[src/rtl/a2d_intf.sv]
`default_nettype none
// ============================================================================
//  Module   : a2d_intf
//  Purpose  : SPI master (mode 3, MSB first) that periodically reads an
//             ADC128S-compatible 12-bit A2D. Channels 0 (battery),
//             1 (current) and 4 (torque) are read in round-robin order. The
//             latest result for each channel is held in its own register.
//             Each conversion is two 16-bit frames. The slave answers for the
//             channel named in the previous frame, so the first (command)
//             frame's data is thrown away.
//  Ports    : clk        - system clock
//             rst_n      - asynchronous active-low reset
//             MISO       - serial data from the A2D
//             SS_n       - active-low slave select
//             SCLK       - serial clock (clk/32), idles high
//             MOSI       - serial data to the A2D
//             batt       - latest channel-0 result
//             curr       - latest channel-1 result
//             torque     - latest channel-4 result
//             cnv_cmplt  - one-clk pulse when a result register updates
//  Revision : 1.0  initial release
// ============================================================================
module a2d_intf #(
  parameter int CONV_TMR_W = 14,
  parameter int GAP_CLKS   = 32
) (
  input  logic        clk,
  input  logic        rst_n,
  input  logic        MISO,
  output logic        SS_n,
  output logic        SCLK,
  output logic        MOSI,
  output logic [11:0] batt,
  output logic [11:0] curr,
  output logic [11:0] torque,
  output logic        cnv_cmplt
);

  localparam int                 C_GAP_W    = (GAP_CLKS > 2) ? $clog2(GAP_CLKS) : 1;
  // The gap counter stops two short of GAP_CLKS. The launch clk and the
  // front-porch clk before SS_n falls make up the rest of the SS_n-high time.
  localparam logic [C_GAP_W-1:0] C_GAP_LAST = C_GAP_W'(GAP_CLKS - 2);
  localparam logic [4:0]         C_DIV_LOAD = 5'b10111;

  typedef enum logic [1:0] {
    IDLE = 2'd0,
    CMD  = 2'd1,
    GAP  = 2'd2,
    READ = 2'd3
  } state_t;

  state_t                state_q, state_d;
  logic [CONV_TMR_W-1:0] tmr_q;
  logic [C_GAP_W-1:0]    gap_cnt_q, gap_cnt_d;
  logic [2:0]            ch_q, ch_d;

  logic                  active_q;
  logic                  ss_n_q;
  logic [4:0]            sclk_div_q;
  logic [15:0]           shift_q;
  logic                  miso_smpl_q;
  logic [4:0]            smpl_cnt_q;

  logic [11:0]           batt_q, curr_q, torque_q;
  logic                  cnv_cmplt_q;

  logic                  w_start;
  logic                  w_launch;
  logic                  w_capture;
  logic                  w_smpl;
  logic                  w_fall;
  logic                  w_shift;
  logic                  w_done;
  logic [15:0]           w_cmd;
  logic [11:0]           w_result;

  // --------------------------------------------------------------------------
  // Conversion timer: one launch per wrap, but only when the FSM is idle.
  // --------------------------------------------------------------------------
  always_ff @(posedge clk or negedge rst_n) begin
    if (!rst_n) tmr_q <= '0;
    else        tmr_q <= tmr_q + 1'b1;
  end

  assign w_start = (&tmr_q) && (state_q == IDLE);

  // --------------------------------------------------------------------------
  // SPI engine
  // --------------------------------------------------------------------------
  assign w_cmd   = {2'b00, ch_q, 11'h000};
  assign w_smpl  = active_q && (sclk_div_q == 5'b01111);
  assign w_fall  = active_q && (sclk_div_q == 5'b11111);
  // The first 11111 ends the front porch. Nothing has been sampled yet, so
  // there is no shift there.
  assign w_shift = w_fall && (smpl_cnt_q != 5'd0);
  assign w_done  = w_fall && (smpl_cnt_q == 5'd16);
  // Final shift result, taken in the same clk as the last shift.
  assign w_result = {shift_q[10:0], miso_smpl_q};

  always_ff @(posedge clk or negedge rst_n) begin
    if (!rst_n) begin
      active_q    <= 1'b0;
      ss_n_q      <= 1'b1;
      sclk_div_q  <= C_DIV_LOAD;
      shift_q     <= '0;
      miso_smpl_q <= 1'b0;
      smpl_cnt_q  <= '0;
    end else begin
      if (w_launch) begin
        active_q   <= 1'b1;
        sclk_div_q <= C_DIV_LOAD;
        shift_q    <= w_cmd;
        smpl_cnt_q <= '0;
      end else if (active_q) begin
        sclk_div_q <= sclk_div_q + 5'd1;
        if (w_smpl) begin
          miso_smpl_q <= MISO;
          smpl_cnt_q  <= smpl_cnt_q + 5'd1;
        end
        if (w_shift) shift_q <= {shift_q[14:0], miso_smpl_q};
        if (w_done) begin
          active_q   <= 1'b0;
          // Reload rather than wrap so SCLK stays high after the frame.
          sclk_div_q <= C_DIV_LOAD;
        end
      end

      // SS_n falls one clk after launch, which gives an 8-clk front porch
      // and 520 clks of SS_n low per frame.
      if (w_done)        ss_n_q <= 1'b1;
      else if (active_q) ss_n_q <= 1'b0;
    end
  end

  // --------------------------------------------------------------------------
  // Conversion sequencer
  // --------------------------------------------------------------------------
  always_ff @(posedge clk or negedge rst_n) begin
    if (!rst_n) begin
      state_q   <= IDLE;
      gap_cnt_q <= '0;
      ch_q      <= 3'd0;
    end else begin
      state_q   <= state_d;
      gap_cnt_q <= gap_cnt_d;
      ch_q      <= ch_d;
    end
  end

  always_comb begin
    state_d   = state_q;
    gap_cnt_d = '0;
    ch_d      = ch_q;
    w_launch  = 1'b0;
    w_capture = 1'b0;
    unique case (state_q)
      IDLE: begin
        if (w_start) begin
          w_launch = 1'b1;
          state_d  = CMD;
        end
      end
      CMD: begin
        if (w_done) state_d = GAP;
      end
      GAP: begin
        gap_cnt_d = gap_cnt_q + 1'b1;
        if (gap_cnt_q == C_GAP_LAST) begin
          w_launch = 1'b1;
          state_d  = READ;
        end
      end
      READ: begin
        if (w_done) begin
          w_capture = 1'b1;
          state_d   = IDLE;
          unique case (ch_q)
            3'd0:    ch_d = 3'd1;
            3'd1:    ch_d = 3'd4;
            default: ch_d = 3'd0;
          endcase
        end
      end
      default: state_d = IDLE;
    endcase
  end

  // --------------------------------------------------------------------------
  // Result registers
  // --------------------------------------------------------------------------
  always_ff @(posedge clk or negedge rst_n) begin
    if (!rst_n) begin
      batt_q      <= '0;
      curr_q      <= '0;
      torque_q    <= '0;
      cnv_cmplt_q <= 1'b0;
    end else begin
      cnv_cmplt_q <= w_capture;
      if (w_capture) begin
        unique case (ch_q)
          3'd0:    batt_q   <= w_result;
          3'd1:    curr_q   <= w_result;
          default: torque_q <= w_result;
        endcase
      end
    end
  end

  assign SS_n      = ss_n_q;
  assign SCLK      = sclk_div_q[4];
  assign MOSI      = shift_q[15];
  assign batt      = batt_q;
  assign curr      = curr_q;
  assign torque    = torque_q;
  assign cnv_cmplt = cnv_cmplt_q;

endmodule
`default_nettype wire

[config.mk]
export PLATFORM = sky130hd
export DESIGN_NAME = a2d_intf
export DESIGN_NICKNAME = d
export VERILOG_FILES = /design/src/rtl/a2d_intf.sv
export SDC_FILE = /design/constraint.sdc
export NUM_CORES = 1
export LEC_CHECK = 0
export ABC_AREA = 1
export CAP_MARGIN = 20
export CORE_MARGIN = 2
export CORE_UTILIZATION = 35
export DETAILED_ROUTE_END_ITERATION = 10
export PLACE_DENSITY = 0.62
export SETUP_SLACK_MARGIN = 0.2
export SYNTH_ARGS = -nofsm -noshare
export SYNTH_HDL_FRONTEND = slang
export SYNTH_SLANG_ARGS = --single-unit
export TNS_END_PERCENT = 100
[constraint.sdc]
create_clock -name clk -period 5.26 [get_ports clk]
set_clock_uncertainty 0.2 [all_clocks]
set_input_delay 0.789 -clock clk [delete_from_list [all_inputs] [get_ports clk]]
set_output_delay 0.789 -clock clk [all_outputs]
set_load 0.01 [all_outputs]
Yosys cells after proc, flatten, opt, wreduce, memory -nomap -nowiden
Cells that the tools add are included.
{"block": "word_totals", "regBits": 90, "latch_bits": 0, "mem_bits_rw": 0, "romBits": 0, "mem_count": 0}
{"block": "classes", "addsub": 4, "n_mul": 0, "div_mod_pow": 0, "order_cmp": 0, "eq_ne": 12, "shifts": 0, "mux": 26, "n_bitwise": 2, "reduce_logical": 22}
{"cell": "16-bit 2-to-1 mux", "n": 3}
{"cell": "5-bit 2-to-1 mux", "n": 7}
{"cell": "5-bit by 1-bit adder with 5-bit output (second input constant)", "n": 3}
{"cell": "5-bit == test (second input constant)", "n": 3}
{"cell": "14-bit by 1-bit adder with 14-bit output (second input constant)", "n": 1}
{"cell": "14-bit AND reduction", "n": 1}
{"cell": "2-bit AND reduction", "n": 6}
{"cell": "1-bit 2-to-1 mux", "n": 9}
{"cell": "2-bit 2-to-1 mux", "n": 4}
{"cell": "2-bit inequality test (second input constant)", "n": 4}
{"cell": "2-bit one-hot mux with 4 select lines", "n": 1}
{"cell": "2-bit nonzero test", "n": 4}
{"cell": "3-bit one-hot mux with 2 select lines", "n": 1}
{"cell": "5-bit by 4-bit == test with 1-bit output (second input constant)", "n": 1}
{"cell": "1-bit logical AND", "n": 5}
{"cell": "5-bit nonzero test", "n": 1}
{"cell": "2-bit == test (second input constant)", "n": 2}
{"cell": "4-bit AND reduction", "n": 1}
{"cell": "3-bit by 1-bit == test with 1-bit output (second input constant)", "n": 1}
{"cell": "3-bit logical NOT", "n": 1}
{"cell": "3-bit AND reduction", "n": 1}
{"cell": "2-bit by 1-bit == test with 1-bit output (second input constant)", "n": 1}
{"cell": "2-bit logical NOT", "n": 1}
{"cell": "1-bit inverter", "n": 2}
{"cell": "other kinds (2)", "n": 2}

Depth between registers and ports, before layout
{"block": "depth", "depth_word": 6, "mapped_depth": 12, "depth_no_buf": 12}

Worst setup path after synthesis
OpenSTA, ideal clock, no wires.
{"block": "synth_timing", "kind": "flip-flop to flip-flop", "from": "reg sclk_div_q[0]", "to": "reg curr_q[7] (netlist: curr[7])", "setup_time_ns": 0.119, "arrival_ns": 1.805, "required_ns": 4.941, "path_slack_ns": 3.136, "stages_incl_launch_ff": 12, "n_path_buf": 1, "path_cell_list": "dfstp_2 -> ha_1 -> and3_1 -> ha_1 -> nand2_4 -> nor2_4 -> nand2_4 -> nor2_8 -> nand3_4 -> buf_6 -> nand2_1 -> o21ai_2"}
{"block": "synth_via", "elab_chain_cells": 6}
{"item": "start: declaration", "line": "59", "rtl": "logic [4:0] sclk_div_q;"}
{"item": "start signal: assignment", "line": "115", "rtl": "sclk_div_q <= sclk_div_q + 5'd1;"}
{"item": "5-bit == test", "line": "92", "rtl": "assign w_fall = active_q && (sclk_div_q == 5'b11111);"}
{"item": "1-bit logical AND", "line": "92"}
{"item": "1-bit logical AND", "line": "96", "rtl": "assign w_done = w_fall && (smpl_cnt_q == 5'd16);"}
{"item": "1-bit 2-to-1 mux", "line": "174", "rtl": "if (w_done) begin"}
{"item": "1-bit 2-to-1 mux", "line": "156", "rtl": "unique case (state_q)"}
{"item": "net w_capture", "line": "69", "rtl": "logic w_capture;"}
{"item": "2-bit AND reduction (no line)"}
{"item": "end signal: assignment", "line": "202", "rtl": "3'd1: curr_q <= w_result;"}
{"item": "end: declaration", "line": "64", "rtl": "logic [11:0] batt_q, curr_q, torque_q;"}
The timed path passes the listed nets, and every way through them passes these cells.
A chain may end at the register's enable or synchronous reset.

Worst setup path in the final report
{"block": "layout_timing", "from": "reg tmr_q[0]", "to": "reg sclk_div_q[2]"}
{"block": "layout_via", "elab_chain_cells": 5}
{"item": "start: declaration", "line": "53", "rtl": "logic [CONV_TMR_W-1:0] tmr_q;"}
{"item": "start signal: assignment", "line": "82", "rtl": "else tmr_q <= tmr_q + 1'b1;"}
{"item": "14-bit AND reduction *", "line": "85", "rtl": "assign w_start = (&tmr_q) && (state_q == IDLE);"}
{"item": "1-bit logical AND *", "line": "85"}
{"item": "1-bit 2-to-1 mux *", "line": "158", "rtl": "if (w_start) begin"}
{"item": "1-bit one-hot mux with 2 select lines *", "line": "156"}
{"item": "5-bit 2-to-1 mux or 2-bit nonzero test (tied branches)"}
Every way passes the cells marked *; elsewhere a longest branch is shown, timed or not.

==> impl_metrics.yaml <==
outcome:
  status: "finished, final reports clean"
clocking:
  cts_buffers: 9
  root_buffer: "sky130_fd_sc_hd__clkbuf_16"
  cts_setup_buffers: 0
  ctsResizeCount: 0
  worst_skew_pair.late_latency_ps: 340
  clkTransAtPathRegs_ps: 70
  cts-hold-fix-buffers: 0
  clock_sinks: 89
  tritoncts: "done"
  cts_max_level: 3
  clk_path_buf_depth: 2
global_routing:
  antenna_found_initial: 0
  first_pass_grt_wire_length_um: 12900
  remaining_global_route_overflow: 0
  grt.total_usage_pct: 12.9
  grt_pass1_vias: 2634
  maximum_number_of_pins_on_one_net_before_global_route_repair: 90
floorplan:
  die_h_um: 110
  rows: 38
  design.die.area_mm2: 0.0122
  floorplan.die.width_um: 110
  floorplan.initialDensity_pct: 36.3
  core_region_area_mm2: 0.0109
  io_pins: 43
timing:
  count_of_final_hold_check_violations: 0
  max_clock_freq_mhz: 400
  finalSetupViolations: 0
  rsz0062_at_grt: "no"
  setup-tns-final_ps: 0
  max_slew_margin_pct: 51.3
  slew_viol_final: 0
  period_needed_ps: 2500
  worst_margin_slew_ps: 729
  min_period_over_period_pct: 47.5
routing:
  detailroute.via_count: 2781
  viasPerCell: 4.71
  number_of_iterations_in_the_first_detailed_routing_pass: 4
  antenna_left: 0
  detailedRoute.firstIterationViolations: 183
  detail_route.drc_violations: 0
  detail_route.wirelength_um: 7500
  wl_per_cell_um: 12.7
synth:
  synth_area_mm2: 0.00397
  yosys.area.top_type: "sky130_fd_sc_hd__dfrtp_1"
  dominantRegCellSynth: "sky130_fd_sc_hd__dfrtp_1"
  synth.top_cells.by_count: "sky130_fd_sc_hd__nand2_1, sky130_fd_sc_hd__dfrtp_1, sky130_fd_sc_hd__inv_1"
  ys_types: 32
  synthMostInstantiatedCell: "sky130_fd_sc_hd__nand2_1"
  ys_async_sr_fraction_pct: 100
  ys_warn_count: 0
  synth_top_area_share_pct: 53.0
  mappedNetlistNets: 421
  syn_inst: 406
  yosysSeqAreaShare_pct: 56.3
  postSynthRegisterBits: 89
  synth_edf_count: 0
  syn_avg_cell_area_um2: 9.77
  synth_area_leaders: "sky130_fd_sc_hd__dfrtp_1, sky130_fd_sc_hd__nand2_1, sky130_fd_sc_hd__inv_1"
pwr:
  cellLeakagePower_nw: 2.20
  power.density_mw_per_mm2: 293
  peakVddDrop_uv: 151
setup_path:
  timing.reg2reg.worst_path_depth: 7
  slowest_delay_ps: 670
  timing.rr.start: "tmr_q[0]"
  most_common_cell_type_on_the_critical_path: "sky130_fd_sc_hd__nand3_1"
  rr_endpoint: "sclk_div_q[2]"
  crit_arrival_ps: 2580
  path_class: "reg -> reg"
  slowest_stage: "sky130_fd_sc_hd__nand2_1"
  critical_path_required_ps: 5340
  worstPathCellList: "ha_1, nand3_2, nor2_4, nand3_1, nand2_1, inv_1, nand3_1"
  crit_path_start_kind: "register"
  cp_top_family: "simple AND/OR/NAND/NOR gates"
  worstPathBufferInverterCount: 1
  crit_path_end_kind: "register"
  max_fanout_on_critical_path: 21
  worst-r2r-setup-slack_ps: 2760
final_layout:
  area.growth.synth_to_final_pct: 21.0
  finish.net_count: 461
  final-instance-count-excl-fill: 591
  n_fill_cell: 1097
  drive_above_1_share_pct: 9.98
  antenna_fix_cells: 0
placement:
  numPlacedInstances: 574
  routabilityCongestion: 0.777
  port_buffers: 42
  dp_hpwl_um: 5040
min_path:
  worstHoldPathType: "in -> async"
job:
  drv.max_cap_violation_count: 0
-- cell type report --
cell class / count / area, um^2 / share of cell area, %
Clock buffer: 10 / 229 / 4.77
Clock inverter: 6 / 97.6 / 2.03
Inverter: 45 / 169 / 3.52
Multi-Input combinational cell: 258 / 1450 / 30.2
Sequential cell: 89 / 2230 / 46.5
Tap cell: 140 / 175 / 3.65
Timing Repair Buffer: 43 / 445 / 9.28
-- routing by layer --
metal | GRT usage [%] | up-vias | part of all wire [%]
met3 | 3.62 | 14 | 4.5
met1 | 16.8 | 1331 | 49
li1 | - | 1387 | -
met4 | 5.17 | 0 | 2.1
met2 | 20.4 | 49 | 44
met5 | 0 | - | 0
-- cell families (layout without fill, tap and decap cells) --
| family | after synthesis | after routing | synth area share (%) |
|---|---|---|---|
| muxes | 1 | 1 | 0.252 |
| and+or+nand+nor | 170 | 170 | 20.4 |
| AOI/OAI and AO/OA | 57 | 57 | 8.14 |
| DFF | 89 | 89 | 56.3 |
| adders and majority gates | 12 | 12 | 3.79 |
| buffers and inverters | 59 | 104 | 7.13 |
| xor gates and xnor gates | 18 | 18 | 3.98 |
-- report_power, final --
part	internal (mW)	switching, mW
Sequential	0.684	0
Combinational	0.00328	0.0135
Clock	0.424	0.281
Total	1.11	0.295
-- layout by cell type, fill, tap and decap left out, drive strengths merged --
cell and count:
mux2i 1, or2 1, inv 47, clkinv 2, ha 12, dfrtp 84, dfstp 5, a21oi 14
clkdlybuf4s50 41, nand2 97, nand3 34, o21ai 41, clkbuf 10, nor3 7, o22ai 1, nor2 22
buf 2, and3 1, xor2 13, o21a 1, xnor2 5, nand4 8, bufinv 2
-- metrics by stage --
stage	hold slack [ps]	setup slack (ps)	total power, mW	util [%]	instance area (um^2)
2_1_floorplan	221	3140	0.697	-	3970
3_3_place_gp	235	2860	0.712	40.6	4440
5_1_grt	217	2470	1.45	43.9	4800
6_report	190	2760	1.41	43.9	4800
4_1_cts	256	2750	1.42	43.6	4770
3_5_place_dp	246	2790	0.712	40.6	4440
-- worst reg2reg max path, delay by kind of cell, from the launching register on --
kind | cells | cell delay [ps]
buffers and inverters | 1 | 230
adder cells (fa/ha/maj) | 1 | 200
flip-flops | 1 | 370
AND/OR/NAND/NOR | 5 | 1430
-- flip-flops by register name (all words and copies together) (netlist names) --
signal / flops
sclk_div_q: 5
batt: 12
gap_cnt_q: 5
curr: 12
cnv_cmplt: 1
state_q: 2
shift_q: 16
smpl_cnt_q: 5
SS_n: 1
torque: 12
active_q: 1
miso_smpl_q: 1
ch_q: 2
tmr_q: 14
-- worst max path at each step --
stage	start	to	slack (ps)	cells past startpoint
global route	tmr_q[0]	sclk_div_q[2]	2470	7
CTS	tmr_q[0]	sclk_div_q[2]	2750	7
floorplan	sclk_div_q[0]	curr[7]	3140	11
finish	tmr_q[0]	sclk_div_q[2]	2760	7
global placement	sclk_div_q[0]	shift_q[9]	2860	8
detailed placement	tmr_q[0]	sclk_div_q[2]	2790	7
Note: power is estimated with default switching activity, not from simulation.
